[src/rtl/sar_pkg.sv]
// Shared types and helpers for the successive-approximation search controller.
package sar_pkg;

  typedef enum logic [1:0] {
    StIdle,
    StSearch,
    StDone
  } sar_state_e;

  // Comparator flag vector is packed {gt, lt, eq}.
  localparam logic [2:0] FlagGt = 3'b100;
  localparam logic [2:0] FlagLt = 3'b010;
  localparam logic [2:0] FlagEq = 3'b001;

  function automatic logic flags_one_hot(input logic [2:0] flags);
    return (flags == FlagGt) || (flags == FlagLt) || (flags == FlagEq);
  endfunction

endpackage

[src/rtl/sar_search_controller.sv]
// SAR controller: drives trial values into an external magnitude comparator, one bit per clock.
// Optional early termination on an equal compare is enabled by defining SAR_EARLY_EXIT_EN.
module sar_search_controller
  import sar_pkg::*;
#(
  parameter int unsigned WIDTH = 4
) (
  input  logic                         clk,
  input  logic                         reset,
  input  logic                         start,
  input  logic                         cmp_gt,
  input  logic                         cmp_lt,
  input  logic                         cmp_eq,
  output logic [WIDTH-1:0]             trial,
  output logic                         busy,
  output logic                         done,
  output logic [WIDTH-1:0]             result,
  output logic                         err,
  output logic [$clog2(WIDTH+1)-1:0]   iters
);

  localparam int unsigned KW = $clog2(WIDTH);
  localparam int unsigned IW = $clog2(WIDTH + 1);

`ifdef SAR_EARLY_EXIT_EN
  localparam bit EarlyExit = 1'b1;
`else
  localparam bit EarlyExit = 1'b0;
`endif

  sar_state_e        state_q;
  logic [KW-1:0]     k_q;
  logic [WIDTH-1:0]  trial_q;
  logic [WIDTH-1:0]  result_q;
  logic [IW-1:0]     iters_q;
  logic              busy_q;
  logic              done_q;
  logic              err_q;

  logic [2:0]        flags;
  logic [WIDTH-1:0]  trial_cleared;
  logic [WIDTH-1:0]  trial_kept;
  logic [WIDTH-1:0]  trial_next;

  assign flags = {cmp_gt, cmp_lt, cmp_eq};

  // Bit-k resolution and next-bit probe; pure set/clear, no arithmetic on the trial.
  always_comb begin
    trial_cleared      = trial_q;
    trial_cleared[k_q] = 1'b0;
    trial_kept         = cmp_lt ? trial_cleared : trial_q;
    trial_next         = trial_kept;
    if (k_q != '0) begin
      trial_next[k_q - KW'(1)] = 1'b1;
    end
  end

  always_ff @(posedge clk) begin
    if (reset) begin
      state_q  <= StIdle;
      k_q      <= '0;
      trial_q  <= '0;
      result_q <= '0;
      iters_q  <= '0;
      busy_q   <= 1'b0;
      done_q   <= 1'b0;
      err_q    <= 1'b0;
    end else begin
      done_q <= 1'b0;
      unique case (state_q)
        StIdle: begin
          if (start) begin
            state_q  <= StSearch;
            busy_q   <= 1'b1;
            k_q      <= KW'(WIDTH - 1);
            trial_q  <= {1'b1, {(WIDTH - 1){1'b0}}};
            result_q <= '0;
            err_q    <= 1'b0;
            iters_q  <= '0;
          end
        end
        StSearch: begin
          iters_q <= iters_q + IW'(1);
          if (!flags_one_hot(flags)) begin
            // Bits below k are unresolved; report only what was settled.
            err_q    <= 1'b1;
            result_q <= trial_cleared;
            state_q  <= StDone;
            busy_q   <= 1'b0;
            done_q   <= 1'b1;
          end else if (EarlyExit && cmp_eq) begin
            result_q <= trial_q;
            state_q  <= StDone;
            busy_q   <= 1'b0;
            done_q   <= 1'b1;
          end else if (k_q == '0) begin
            trial_q  <= trial_kept;
            result_q <= trial_kept;
            state_q  <= StDone;
            busy_q   <= 1'b0;
            done_q   <= 1'b1;
          end else begin
            trial_q <= trial_next;
            k_q     <= k_q - KW'(1);
          end
        end
        StDone: begin
          state_q <= StIdle;
        end
        default: begin
          state_q <= StIdle;
        end
      endcase
    end
  end

  assign trial  = trial_q;
  assign busy   = busy_q;
  assign done   = done_q;
  assign result = result_q;
  assign err    = err_q;
  assign iters  = iters_q;

endmodule

[config.mk]
export PLATFORM = sky130hd
export DESIGN_NAME = sar_search_controller
export DESIGN_NICKNAME = d
export VERILOG_FILES = /design/src/rtl/sar_pkg.sv /design/src/rtl/sar_search_controller.sv
export SDC_FILE = /design/constraint.sdc
export NUM_CORES = 1
export LEC_CHECK = 0
export ABC_AREA = 1
export CAP_MARGIN = 15
export CORE_ASPECT_RATIO = 1.4
export CORE_MARGIN = 2
export CORE_UTILIZATION = 50
export CTS_CLUSTER_SIZE = 20
export DETAILED_ROUTE_END_ITERATION = 10
export PLACE_DENSITY = 0.81
export SETUP_SLACK_MARGIN = 0.15
export SLEW_MARGIN = 10
export SYNTH_ARGS = -nofsm -noshare
export SYNTH_HDL_FRONTEND = slang
export SYNTH_SLANG_ARGS = --single-unit
[constraint.sdc]
create_clock -name clk -period 1.7 [get_ports clk]
set_clock_uncertainty 0.2 [all_clocks]
set_input_delay 0.17 -clock clk [delete_from_list [all_inputs] [get_ports clk]]
set_output_delay 0.17 -clock clk [all_outputs]
set_load 0.05 [all_outputs]
=== Word level (Yosys, flattened, before mapping) ===
Index checks and enable logic that the tools add are counted.
Widths: inputs -> output; s select.

* Register bits after elaboration: 18
* Input bits: 6
* Output and inout bits: 14
* Word-level logic and storage cells: 75

* Add/subtract/negate cells: 2
* Order comparisons: 4
* Eq/ne operators: 9
* Multiplexer cells: 33
* Bitwise logic cells: 4
* Reductions and logical operators: 15

{| class="wikitable"
|+ Operators by type and width
! operator !! number
|-
| $mux 4 || 8
|-
| $pmux 4 s2 || 2
|-
| $mux 2 || 6
|-
| $mux 1 || 9
|-
| $reduce_and 3->1 || 3
|-
| $ne 2x2->1 const B || 4
|-
| $pmux 2 s2 || 2
|-
| $lt 2x3->1 const B || 2
|-
| $pmux 3 s2 || 1
|-
| $and 4x4->4 || 1
|-
| $demux 1 s2 || 2
|-
| $ge 2x1->1 const B || 2
|-
| $logic_not 2->1 || 2
|-
| $not 4->4 || 1
|-
| $or 4x4->4 || 1
|-
| $pmux 1 s2 || 2
|-
| $reduce_and 2->1 || 2
|-
| $reduce_and 4->1 || 1
|-
| $reduce_bool 2->1 || 2
|-
| $add 3x1->3 const B || 1
|-
| $eq 3x1->1 const B || 1
|-
| $eq 3x2->1 const B || 1
|-
| $eq 3x3->1 const B || 1
|-
| $mux 3 || 1
|-
| other kinds (7) || 9
|}

=== Logic depth before layout (Yosys ltp) ===
Gate-level depths: netlist (run 1).

* Word-level depth: 12
* Depth in mapped cells: 10
* Depth with buffers taken out: 10

=== Worst setup path after synthesis (run 1) ===
Ideal clock, no wire load.

* Path type: reg-to-reg
* Start: register k_q[0]
* End: register trial_q[0], in the netlist trial[0]
* Setup time: 70 ps
* Arrival time: 1239 ps
* Required time: 1430 ps
* Path slack: 191 ps
* Cell stages (with the launch flop): 11
* Path buffers: 0
* Period minus slack after synthesis: 1509 ps
* Cells stage by stage: dfxtp_1 inv_1 ha_1 inv_1 nand2_1 inv_1 a21oi_1 nand2_1 nand2_1 nand2_1 a21oi_1

* Word-level cells in the longest chain between the ends: 12
* Elaborated cells between the ends (all ways): 21
* Those cells by class: add/sub: 1; order compare: 4; mux: 9; bitwise: 3; reduce/logical: 4

{| class="wikitable"
|+ RTL lines
! item !! line !! text
|-
| from (decl) || sar_search_controller.sv:32 || <nowiki>logic [KW-1:0] k_q;</nowiki>
|-
| from (signal assigned) || sar_search_controller.sv:75 || <nowiki>k_q <= KW'(WIDTH - 1);</nowiki>
|-
| from (signal assigned) || sar_search_controller.sv:104 || <nowiki>k_q <= k_q - KW'(1);</nowiki>
|-
| branches (longest 9 deep; another with $lt 2x3->1) || -- ||
|-
| $mux 4 * || sar_search_controller.sv:96 || <nowiki>end else if (k_q == '0) begin</nowiki>
|-
| $mux 4 * || sar_search_controller.sv:84 || <nowiki>if (!flags_one_hot(flags)) begin</nowiki>
|-
| $pmux 4 s2 * || sar_search_controller.sv:70 || <nowiki>unique case (state_q)</nowiki>
|-
| to (signal assigned) || sar_search_controller.sv:76 || <nowiki>trial_q <= {1'b1, {(WIDTH - 1){1'b0}}};</nowiki>
|-
| to (signal assigned) || sar_search_controller.sv:97 || <nowiki>trial_q <= trial_kept;</nowiki>
|-
| to (signal assigned) || sar_search_controller.sv:103 || <nowiki>trial_q <= trial_next;</nowiki>
|-
| to (decl) || sar_search_controller.sv:33 || <nowiki>logic [WIDTH-1:0] trial_q;</nowiki>
|}

Every way passes the cells marked *. The select of a mux whose other input is x is not followed.
A chain may end at the register's enable or synchronous reset.

=== Worst setup path in the final report (run 1) ===
* Start: register k_q[0]
* End: register trial_q[1], in the netlist trial[1]

Same word-level chain as after synthesis.

==> impl_metrics.csv, run 1 <==
group,metric,value,unit
clocking,cts_made_buffers,3,
clocking,cts_max_level,1,
logic_synthesis,syn_inst,143,
worst_hold_path,hold_class,"flip-flop to flip-flop",
global_route,grt_max_degree,12,
routing,final_antenna_net_count,0,
clocking,clock-sinks,18,
logic_synthesis,synth_warnings,0,
power,p_leak,0.6786,nW
sta,whs,261.5,ps
die,die_h,56.98,um
sta,setup_violations,0,
routing,wl,2.700,mm
placed_design,port_buffers,19,
worst_setup_path,crit_fanout,3,
die,dieArea,2384,um2
die,row_count,19,
clocking,clock-root-buffer,"clkbuf_4",
sta,tightestPinTransition,362.0,ps
die,ios,20,
sta,finalCritPeriodShare,87.59,%
routing,dr.pass1.iters,4,
clocking,ctsHoldBuffers,0,
placed_design,dp_hpwl,1.845,mm
routing,vias,1052,
global_route,grt_pass1_wl,4.229,mm
die,initial_utilization,52.05,%
global_route,antenna_found_initial,0,
outcome,status,"finished clean",
logic_synthesis,synth-edff-count,0,
logic_synthesis,ys.flop_type,"dfxtp_1",
finish,area_growth,37.58,%
logic_synthesis,syn_avg_cell_area,7.008,um2
sta,setup_ws,210.9,ps
worst_setup_path,cp-start-kind,"flip-flop",
sta,grt_setup_unrepaired,"no",
die,fp.dieW,41.84,um
die,core,1926,um2
sta,max_freq,671.6,MHz
worst_setup_path,crit_type,"flip-flop to flip-flop",
sta,fin_tns_setup,0,ps
worst_setup_path,critPathRequiredTime,1690,ps
power,ir_worst_vdd,0.5464,mV
logic_synthesis,seq_area_frac_synth,35.96,%
clocking,cts_tree,"done",
placed_design,gp_congestion,0.8646,
logic_synthesis,ys_seq_elements,18,
logic_synthesis,synth_cell_types,21,
sta,slew_headroom,75.84,%
routing,wl_per_cell,13.37,um
logic_synthesis,syn_area,1002,um2
routing,drc_errors,0,
logic_synthesis,synth_most_common_cell,"nand2_1",
logic_synthesis,ys_async_sr_fraction,0,%
clocking,worstSkewPairLatency,290,ps
clocking,cts_buffer_depth,2,
global_route,grt_overflow,0,
sta,report.final.slew_viol_count,0,
finish,drive_above_1_share,33.15,%
worst_setup_path,worstPathArrival,1480,ps
routing,drt_iter0_drc,39,
sta,period_minus_slack,1489,ps
finish,num_antenna_cells,0,
routing,drt-vias-per-instance,5.208,
finish,finalInstanceArea,1379,um2
finish,nets,193,
logic_synthesis,yosys-top-cells-count,"33 x nand2_1, 24 x inv_1, 18 x dfxtp_1",
run,maxCapViolations,0,
placed_design,place_worst_setup_slack,-42.28,ps
logic_synthesis,synth_nets,154,
global_route,grt_use_total,22.71,%
sta,finalHoldViolCount,0,
logic_synthesis,synth_top_area_share,35.96,%
worst_setup_path,end_kind,"flip-flop",
placed_design,placed_area,1227,um2
global_route,grt_pass1_vias,1019,
logic_synthesis,synth_largest_area_cell,"dfxtp_1",
power,cellPowerDensity,857.7,nW/um2
logic_synthesis,synth_area_leaders,"dfxtp_1 36%, nand2_1 12%, inv_1 9.0%, nand3_1 7.0%, ha_1 6.2%",
clocking,path_clk_slew,110,ps
-- per-layer routing --
metal  wire (um)  vias to the layer above  global-route usage [%]
li1            -                      520                       -
met1         975                      470                   23.51
met2        1448                       48                   41.96
met3         149                       14                   3.165
met4         127                        0                   14.29
met5           0                        -                       0
-- path summary, 6_finish.rpt --
check	startpoint	end	slack [ps]	cells after the start
max	k_q[0]	trial[1]	210	7
min	err	err	260	2
max reg2reg	k_q[0]	trial[1]	210	7
min reg2reg	err	err	260	2
-- kinds of logic (layout without fill, tap and decap cells) --
group | after synthesis | after routing | synth area share [%]
AND/OR/NAND/NOR | 67 | 67 | 33.96
buffers and inverters | 29 | 67 | 11.36
AO/OA/AOI/OAI | 23 | 23 | 11.61
flip-flops | 18 | 18 | 35.96
adder cells (fa/ha/maj) | 5 | 5 | 6.242
XOR/XNOR | 1 | 1 | 0.8741
-- critical path: stages, from the launching register on --
cell and delay (ps):
dfxtp_2 370, buf_4 130, ha_1 170, inv_1 60, o21ai_1 180, o21ai_0 130, nand3_1 100, a21oi_1 60
-- cell type report --
cell class	instances	area, um2
sequential	18	362.8
fill	161	546.8
tap	21	26.28
inverter	26	105.1
clock buffer	4	36.28
multi-input combinational	96	554.3
timing repair buffer	37	294.0
-- metrics by stage --
stage | instances | power [mW] | utilization, %
floorplan | 143 | 0.7376 | -
finish | 202 | 1.183 | 71.60
CTS | 195 | 1.134 | 67.77
global placement | 188 | 0.8407 | 63.74
global route | 202 | 1.241 | 71.60
detailed placement | 188 | 0.8517 | 63.74
-- state kept, by name, indices dropped and copies added, names as in the netlist --
| register | cells |
|---|---|
| trial | 4 |
| iters | 3 |
| result | 4 |
| err | 1 |
| done | 1 |
| k_q | 2 |
| state_q | 2 |
| busy | 1 |
-- power by group --
group	switching [mW]	leakage [nW]	internal, mW
clock	0.139	0.0210	0.130
combinational	0.270	0.509	0.163
sequential	0.0248	0.148	0.455
-- what timing repair did --
item | in CTS | in global routing
pin swaps | 1 | 5
gates resized for setup | 8 | 12
endpoints found under the setup margin | 3 | 5
cloned | 0 | 0
buffers inserted | 3 | 7
-- cell usage in the layout, fill, tap and decap left out, types with 4 or more instances in the layout --
| master | count |
|---|---|
| a21oi_1 | 8 |
| buf_4 | 31 |
| clkdlybuf4s50_1 | 5 |
| dfxtp_1 | 16 |
| ha_1 | 4 |
| inv_1 | 18 |
| inv_2 | 5 |
| nand2_1 | 32 |
| nand3_1 | 14 |
| nor2_1 | 11 |
| o21ai_0 | 8 |
Power figures use the tool's default switching activity.
==> run 2, diff against run 1 <==
Settings changed: CORE_UTILIZATION 50 to 44, PLACE_DENSITY 0.81 to 0.73.
==> run 2 against run 1 <==
Against the previous run: utilization shrank 12 points; setup slack worse by 25 ps; final cell count is 5.0% lower; critical endpoint is now trial[0]; sequential cell count is the same.
==> impl_metrics.csv, run 2 (synthesis results as in run 1) <==
group,metric,value,unit
outcome,status,"finished clean",
finish,final_cell_mix,"32 x nand2_1, 21 x inv_1, 21 x buf_4",
global_route,antenna_found_initial,0,
finish,final_common_cell,"nand2_1",
clocking,post_cts_buffers,0,
sta,setup_ws,185.6,ps
finish,drive_above_1_share,26.47,%
worst_setup_path,cp-start-kind,"flip-flop",
die,row_count,20,
die,die_h,60.47,um
finish,final_util,59.54,%
global_route,grt_use_total,18.15,%
clocking,path_clk_slew,100,ps
routing,wl_per_cell,11.01,um
global_route,grt_pass1_wl,3.608,mm
die,core,2177,um2
worst_hold_path,min_from,"err",
die,fp.dieW,44.34,um
clocking,cts_max_level,1,
sta,setup_violations,0,
clocking,cts_tree,"done",
sta,tightestPinTransition,347.6,ps
finish,num_antenna_cells,0,
sta,slew_headroom,76.80,%
sta,finalHoldViolCount,0,
sta,report.final.slew_viol_count,0,
worst_setup_path,startpoint,"k_q[0]",
sta,grt_setup_unrepaired,"yes",
sta,finalCritPeriodShare,89.08,%
routing,drt_iter0_drc,21,
run,maxCapViolations,0,
global_route,grt_overflow,0,
power,cellPowerDensity,859.7,nW/um2
routing,drt-vias-per-instance,4.958,
power,p_leak,0.6264,nW
sta,max_freq,660.3,MHz
clocking,worstSkewPairLatency,290,ps
global_route,grt_pass1_vias,856,
finish,fin_cells,192,
clocking,clock-root-buffer,"clkbuf_4",
finish,nets,182,
placed_design,placedCellCount,188,
worst_setup_path,critPathRequiredTime,1730,ps
placed_design,port_buffers,19,
finish,area_growth,29.34,%
power,power,1.114,mW
worst_hold_path,hold_class,"flip-flop to flip-flop",
die,ios,20,
clocking,clock-sinks,18,
worst_setup_path,worstPathArrival,1550,ps
worst_setup_path,crit_type,"flip-flop to flip-flop",
sta,period_minus_slack,1514,ps
routing,drc_errors,0,
clocking,ctsHoldBuffers,0,
worst_setup_path,rr_startpoint,"k_q[0]",
routing,dr.pass1.iters,4,
worst_setup_path,end_kind,"flip-flop",
power,ir_worst_vdd,0.5593,mV
clocking,cts_buffer_depth,2,
placed_design,dp_hpwl,1.639,mm
routing,wl,2.113,mm
routing,vias,952,
global_route,grt_max_degree,13,
die,dieArea,2681,um2
routing,final_antenna_net_count,0,
die,initial_utilization,46.03,%
clocking,cts_made_buffers,3,
placed_design,gp_congestion,0.9194,
worst_setup_path,crit_fanout,6,
placed_design,place_worst_setup_slack,-44.84,ps
## run 2: cell types whose count changed in the layout (fill, tap and decap cells not counted), sizes merged
cell  before  now
buf       32   21
## run 2: per-layer routing
layer	track usage [%]	share of wire [%]	vias to the layer above
li1	-	-	502
met1	21.36	43	424
met2	31.51	52	24
met3	3.274	4.6	2
met4	8.658	0.95	0
met5	0	0	-
## run 2: worst max-delay path: stages (launching register included)
cell	delay, ps
dfxtp_4	380
inv_4	90
ha_4	140
inv_2	70
nand2_1	70
inv_1	60
a21oi_2	160
nand2_1	60
nand2_1	70
nand2_1	60
a21oi_2	110
## run 2: repair_timing
action	in CTS	in global routing
gates resized for setup	6	9
hold endpoints to repair	0	0
endpoints found under the setup margin	10	7
pin swaps	0	1
gates cloned	0	0
## run 2: cell type report
type	count	area, um2
clock buffers	4	36.28
fillers	215	880.8
inverters	26	100.1
multi-input cells	96	559.3
flip-flops and latches	18	365.4
well taps	22	27.53
repair buffers	26	207.7
## run 2: where the power goes
group | switching (mW) | internal (mW) | total, mW
Clock | 0.133 | 0.130 | 0.264
Sequential | 0.0246 | 0.455 | 0.479
Combinational | 0.243 | 0.128 | 0.371
## run 2: path summary, 6_finish.rpt
kind / end / slack, ps / depth (start not counted)
hold reg to reg: err / 260 / 2
setup / recovery: trial[0] / 190 / 10
setup reg to reg: trial[0] / 190 / 10
hold / removal: err / 260 / 2
## run 2: stage by stage
step | area, um2 | setup TNS, ps | hold WS (ps)
floorplan | 1002 | 0 | 39.07
global placement | 1221 | 0 | 241.3
detailed placement | 1221 | -92.02 | 249.9
finish | 1296 | 0 | 264.7
global route | 1296 | 0 | 287.6
CTS | 1264 | 0 | 268.1
==> run 3, diff against run 2 <==
Settings changed: GPL_TIMING_DRIVEN from default to 1.
==> results of run 3 <==
No change in the layout: final DEF, timing and power equal those of run 2.
